===== src/rtl/lc3_pkg.sv =====
// LC-3 PSR field positions and condition-code encodings shared by the
// condition-code unit and its saved-PSR stack.
package lc3_pkg;

    localparam int unsigned PRIV_BIT = 15;
    localparam int unsigned PRI_LSB  = 8;
    localparam int unsigned CC_LSB   = 0;

    typedef enum logic [2:0] {
        CC_P = 3'b001,
        CC_Z = 3'b010,
        CC_N = 3'b100
    } cc_e;

    function automatic logic cc_is_legal(input logic [2:0] cc);
        return (cc == CC_N) || (cc == CC_Z) || (cc == CC_P);
    endfunction

endpackage


===== src/rtl/psr_stack.sv =====
// Parametrised LIFO holding saved PSR images; only the occupancy pointer
// is reset, so entries left behind by a reset can never be read back.
module psr_stack #(
    parameter int unsigned DW    = 7,
    parameter int unsigned DEPTH = 4,
    parameter int unsigned CW    = $clog2(DEPTH + 1)
) (
    input  logic          clk_i,
    input  logic          rst_n_i,
    input  logic          push_i,
    input  logic          pop_i,
    input  logic [DW-1:0] wdata_i,
    output logic [DW-1:0] rdata_o,
    output logic          full_o,
    output logic          empty_o,
    output logic [CW-1:0] count_o
);

    localparam int unsigned AW = (DEPTH > 1) ? $clog2(DEPTH) : 1;

    logic [DW-1:0] mem_q [DEPTH];
    logic [CW-1:0] cnt_q, cnt_d;
    logic [AW-1:0] wr_idx, top_idx;
    logic          do_push, do_pop;

    assign full_o  = (cnt_q == CW'(DEPTH));
    assign empty_o = (cnt_q == '0);
    assign count_o = cnt_q;

    assign do_push = push_i && !full_o;
    assign do_pop  = pop_i && !push_i && !empty_o;

    assign wr_idx  = AW'(cnt_q);
    assign top_idx = AW'(cnt_q - CW'(1));
    assign rdata_o = mem_q[top_idx];

    always_comb begin
        cnt_d = cnt_q;
        if (do_push)
            cnt_d = cnt_q + CW'(1);
        else if (do_pop)
            cnt_d = cnt_q - CW'(1);
    end

    always_ff @(posedge clk_i or negedge rst_n_i) begin
        if (!rst_n_i)
            cnt_q <= '0;
        else
            cnt_q <= cnt_d;
    end

    always_ff @(posedge clk_i) begin
        if (do_push)
            mem_q[wr_idx] <= wdata_i;
    end

endmodule


===== src/rtl/psr_cc_unit.sv =====
// LC-3 processor status register: N/Z/P classification, BR condition test,
// and PSR save/restore across interrupt entry and RTI.
module psr_cc_unit
    import lc3_pkg::*;
#(
    parameter int unsigned WIDTH       = 16,
    parameter int unsigned STACK_DEPTH = 4,
    parameter int unsigned PRI_W       = 3
) (
    input  logic                               CLK,
    input  logic                               RST_N,
    input  logic [WIDTH-1:0]                   D_IN,
    input  logic                               LD_CC,
    input  logic                               LD_PSR,
    input  logic [15:0]                        PSR_IN,
    input  logic                               PUSH,
    input  logic [PRI_W-1:0]                   PUSH_PRI,
    input  logic                               POP,
    input  logic [2:0]                         BR_NZP,
    input  logic                               ERR_CLR,
    output logic                               N,
    output logic                               Z,
    output logic                               P,
    output logic                               PRIV,
    output logic [PRI_W-1:0]                   PRI,
    output logic [15:0]                        PSR_OUT,
    output logic                               BR_TAKEN,
    output logic [$clog2(STACK_DEPTH+1)-1:0]   DEPTH,
    output logic                               OVF,
    output logic                               UNF
);

    localparam int unsigned CW  = $clog2(STACK_DEPTH + 1);
    localparam int unsigned SDW = 1 + PRI_W + 3;

    logic             priv_q, priv_d;
    logic [PRI_W-1:0] pri_q, pri_d;
    logic [2:0]       cc_q, cc_d;
    logic             ovf_q, ovf_d;
    logic             unf_q, unf_d;

    logic [2:0]       d_cc;
    logic             stk_full, stk_empty;
    logic [SDW-1:0]   stk_rdata;
    logic             pop_priv;
    logic [PRI_W-1:0] pop_pri;
    logic [2:0]       pop_cc;
    logic             both;
    logic             unused_psr_bits;

    assign unused_psr_bits = ^{PSR_IN[14:PRI_LSB+PRI_W], PSR_IN[7:3]};

    always_comb begin
        if (D_IN == '0)
            d_cc = CC_Z;
        else if (D_IN[WIDTH-1])
            d_cc = CC_N;
        else
            d_cc = CC_P;
    end

    assign both = PUSH && POP;

    psr_stack #(
        .DW    (SDW),
        .DEPTH (STACK_DEPTH),
        .CW    (CW)
    ) u_stack (
        .clk_i   (CLK),
        .rst_n_i (RST_N),
        .push_i  (PUSH && !POP),
        .pop_i   (POP && !PUSH),
        .wdata_i ({priv_q, pri_q, cc_q}),
        .rdata_o (stk_rdata),
        .full_o  (stk_full),
        .empty_o (stk_empty),
        .count_o (DEPTH)
    );

    assign {pop_priv, pop_pri, pop_cc} = stk_rdata;

    // POP > PUSH > LD_PSR > LD_CC; a blocked POP/PUSH still masks the lower strobes.
    always_comb begin
        priv_d = priv_q;
        pri_d  = pri_q;
        cc_d   = cc_q;
        if (both) begin
            priv_d = priv_q;
        end else if (POP) begin
            if (!stk_empty) begin
                priv_d = pop_priv;
                pri_d  = pop_pri;
                cc_d   = pop_cc;
            end
        end else if (PUSH) begin
            if (!stk_full) begin
                priv_d = 1'b0;
                pri_d  = PUSH_PRI;
            end
        end else if (LD_PSR) begin
            priv_d = PSR_IN[PRIV_BIT];
            pri_d  = PSR_IN[PRI_LSB +: PRI_W];
            cc_d   = cc_is_legal(PSR_IN[CC_LSB +: 3]) ? PSR_IN[CC_LSB +: 3] : CC_Z;
        end else if (LD_CC) begin
            cc_d = d_cc;
        end
    end

    assign ovf_d = (PUSH && (POP || stk_full)) || (ovf_q && !ERR_CLR);
    assign unf_d = (POP && (PUSH || stk_empty)) || (unf_q && !ERR_CLR);

    always_ff @(posedge CLK or negedge RST_N) begin
        if (!RST_N) begin
            priv_q <= 1'b0;
            pri_q  <= '0;
            cc_q   <= CC_Z;
            ovf_q  <= 1'b0;
            unf_q  <= 1'b0;
        end else begin
            priv_q <= priv_d;
            pri_q  <= pri_d;
            cc_q   <= cc_d;
            ovf_q  <= ovf_d;
            unf_q  <= unf_d;
        end
    end

    always_comb begin
        PSR_OUT                   = '0;
        PSR_OUT[PRIV_BIT]         = priv_q;
        PSR_OUT[PRI_LSB +: PRI_W] = pri_q;
        PSR_OUT[CC_LSB +: 3]      = cc_q;
    end

    assign {N, Z, P} = cc_q;
    assign PRIV      = priv_q;
    assign PRI       = pri_q;
    assign OVF       = ovf_q;
    assign UNF       = unf_q;
    assign BR_TAKEN  = |(BR_NZP & cc_q);

endmodule


===== config.mk =====
export PLATFORM = sky130hd
export DESIGN_NAME = psr_cc_unit
export DESIGN_NICKNAME = d
export VERILOG_FILES = /design/src/rtl/lc3_pkg.sv /design/src/rtl/psr_stack.sv /design/src/rtl/psr_cc_unit.sv
export SDC_FILE = /design/constraint.sdc
export NUM_CORES = 1
export LEC_CHECK = 0
export ABC_CLOCK_PERIOD_IN_PS = 2050
export BUFFER_PORTS_ARGS = -buffer_cell sky130_fd_sc_hd__buf_2
export CAP_MARGIN = 20
export CORE_UTILIZATION = 45
export CTS_BUF_LIST = sky130_fd_sc_hd__clkbuf_16
export CTS_CLUSTER_SIZE = 10
export DETAILED_ROUTE_END_ITERATION = 16
export PLACE_DENSITY = 0.77
export SYNTH_ARGS = -nofsm -noshare
export SYNTH_HDL_FRONTEND = slang
export SYNTH_SLANG_ARGS = --single-unit
export TNS_END_PERCENT = 10

===== constraint.sdc =====
create_clock -name CLK -period 2.05 [get_ports CLK]
set_input_delay 0.41 -clock CLK [delete_from_list [all_inputs] [get_ports CLK]]
set_output_delay 0.41 -clock CLK [all_outputs]
set_load 0.05 [all_outputs]

==> run metrics <==
Starting Density 47.4%; CP required 2.23 ns; clk root buf clkbuf_16; Clock Latency Late Sink 0.29 ns; DR WL/cell 15.2 um; drt via density 5.26; GRT met3 Usage 5.48%; initial antenna violation count 0; Post-synth EDFFs 28; CP Max Fanout 9; share of post-route cells with drive strength above 1 37.9%; Yosys warning count 0; Worst Path Arrival 2.05 ns; Post-Syn Area 2090 um^2; Startpoint Class register; Post-CTS Hold Buffers 0; Fin Hold WS -0.000562 ns; drt drc 0; Synth cell types 39; DP HPWL 2890 um; ANT cells 0; PostCTS Resize Cnt 0; die area 4930 um^2; final WL 4010 um; Die Ht 70.2 um; Placed Cells 255; first-pass GRT wire length 6640 um; Die Span X 70.2 um; Final Util 57.0%; most frequent cells in the layout buf_2 (55), edfxtp_1 (28); number of global-route vias before repair 1,362; Top FF cell, synth edfxtp_1; Initial DRC Count 100; commonest non-fill, non-tap cell in the layout buf_2; Setup violations, final 0; Max-cap violations 0; status complete, but fails checks; placed cell areas 2370 um^2; Top Usage Layer GRT met2; Leak 1.08 nW; Power Dens Cells 1550 nW/um^2; Mean Syn Cell Area 13.2 um^2; post-layout min period 1.88 ns; total power 0.00389 W; grt ovf 0; clk sinks 40; Hold Crit Class primary input to asynchronous set/reset pin; I/O Pins 74; Layout Skew 0.00600 ns; first drt pass iteration count 4; Crit Path Class register to register; Final Cell Area 2520 um^2; number of nets with antenna violations after routing 0; GP Congestion 0.806; post-route insts no fill 263; CTS Buffer Depth 2; Seq cells post-synth 40; area grow syn2layout 20.2%; max frequency 0.532 GHz; TritonCTS clock tree done; H-tree Lvls 2; post-CTS setup repair buffer count 0; setup TNS 0 ns; worst vdd ir 1.08 mV; M2 GR Usage 30.4%; Final Hold Viols 3; Mapped Cells 158; port bufs 55; met1 usage 21.8%; sequential share of the synthesized area 54.6%; RSZ-0062 raised after global routing no; Final nets 260; Overall Global Routing Usage 18.1%; violated checks hold timing; via count 1,384; TritonCTS Buffers 5; Post-synth ARST share 30.0%; Cell Rows 24; CP endpoint kind register; largest net degree at the start of global routing 18; Core Area 4410 um^2; crit share post-route 91.6%; Max Slew Vio Count 0; CTS clk-pin slew, worst paths 0.06 ns; internal reg-to-reg setup slack 0.17 ns
## metal layers
metal,up-vias,part of all wire (%)
met1,671,43
met4,0,1.5
met3,7,4.5
met2,38,51
li1,668,-
met5,-,0
## cells in the mapped netlist (2+ instances only)
cell	count	area share (%)
nor4_1	4	1.2
o21ai_0	9	2.2
a31oi_1	3	0.90
and2_1	4	1.2
a222oi_1	2	0.96
buf_2	4	0.96
mux2i_1	5	2.4
edfxtp_1	28	40
a21o_1	3	1.1
mux2_2	3	1.6
clkbuf_1	2	0.36
dfrtp_1	11	13
buf_4	17	6.1
a22o_1	2	0.84
nor2b_1	2	0.60
nor3_1	3	0.72
nor2_1	4	0.72
a21oi_1	2	0.48
nand2_1	9	1.6
nand3b_1	2	0.72
inv_1	7	1.3
mux4_1	6	7.5
ha_1	5	3.0
nand2b_1	6	1.8
## worst paths after layout
kind / startpoint / endpoint / cells past startpoint
setup / recovery: u_stack.count_o[1]$_DFFE_PN0P_ / PRIV$_DFFE_PN0P_ / 5
hold reg to reg: OVF$_DFF_PN0_ / OVF$_DFF_PN0_ / 2
hold / removal: RST_N / PRI[0]$_DFFE_PN0P_ / 1
setup reg to reg: u_stack.count_o[1]$_DFFE_PN0P_ / PRIV$_DFFE_PN0P_ / 5
max in group asynchronous: RST_N / cc_q[1]$_DFFE_PN1P_ / 1
min in group CLK: ERR_CLR / UNF$_DFF_PN0_ / 2
## report_power, final
group,switching (W),total [W],internal (W)
Clock,0.000320,0.000766,0.000446
Sequential,0.000177,0.00130,0.00113
Combinational,0.00119,0.00182,0.000639
Total,0.00168,0.00389,0.00221
## logic make-up after synthesis
kind of cell	count (synthesis)	share of synthesized area, %
compound gates	27	9.56
xor+xnor	2	0.837
fa+ha+maj	5	2.99
buf+inv	31	9.21
flops	40	54.6
mux	16	13.3
other cells	1	0.179
simple gates	36	9.32
## area by class of cell
cell class	count	area [um^2]
clock buffers	5	125
flip-flops and latches	40	1140
inverters	7	28.8
multi-input cells	95	813
repair buffers	61	320
fillers	358	1900
well taps	52	65.1
clock inverters	3	18.8
## metrics by stage
stage / setup slack [ns] / hold WS [ns]
finish: 0.172 / -0.000562
global route: 0.106 / 0.0199
CTS: 0.164 / 0.0101
detailed placement: 0.172 / 0.317
global placement: 0.202 / 0.319
floorplan: -0.0293 / 0.114
## worst max-delay path, cell delays in order, from the launching register on
cell and delay, ns:
dfrtp_2 0.41, inv_1 0.12, ha_4 0.21, and2b_2 0.23, a221oi_4 0.47, mux2_4 0.34
## state kept, by name (all words and copies together) (netlist names)
| name | flops |
|---|---|
| u_stack.mem_q | 28 |
| PRI | 3 |
| cc_q | 3 |
| u_stack.count_o | 3 |
| OVF | 1 |
| PRIV | 1 |
| UNF | 1 |
No activity file was read; power rests on OpenSTA's default activity.
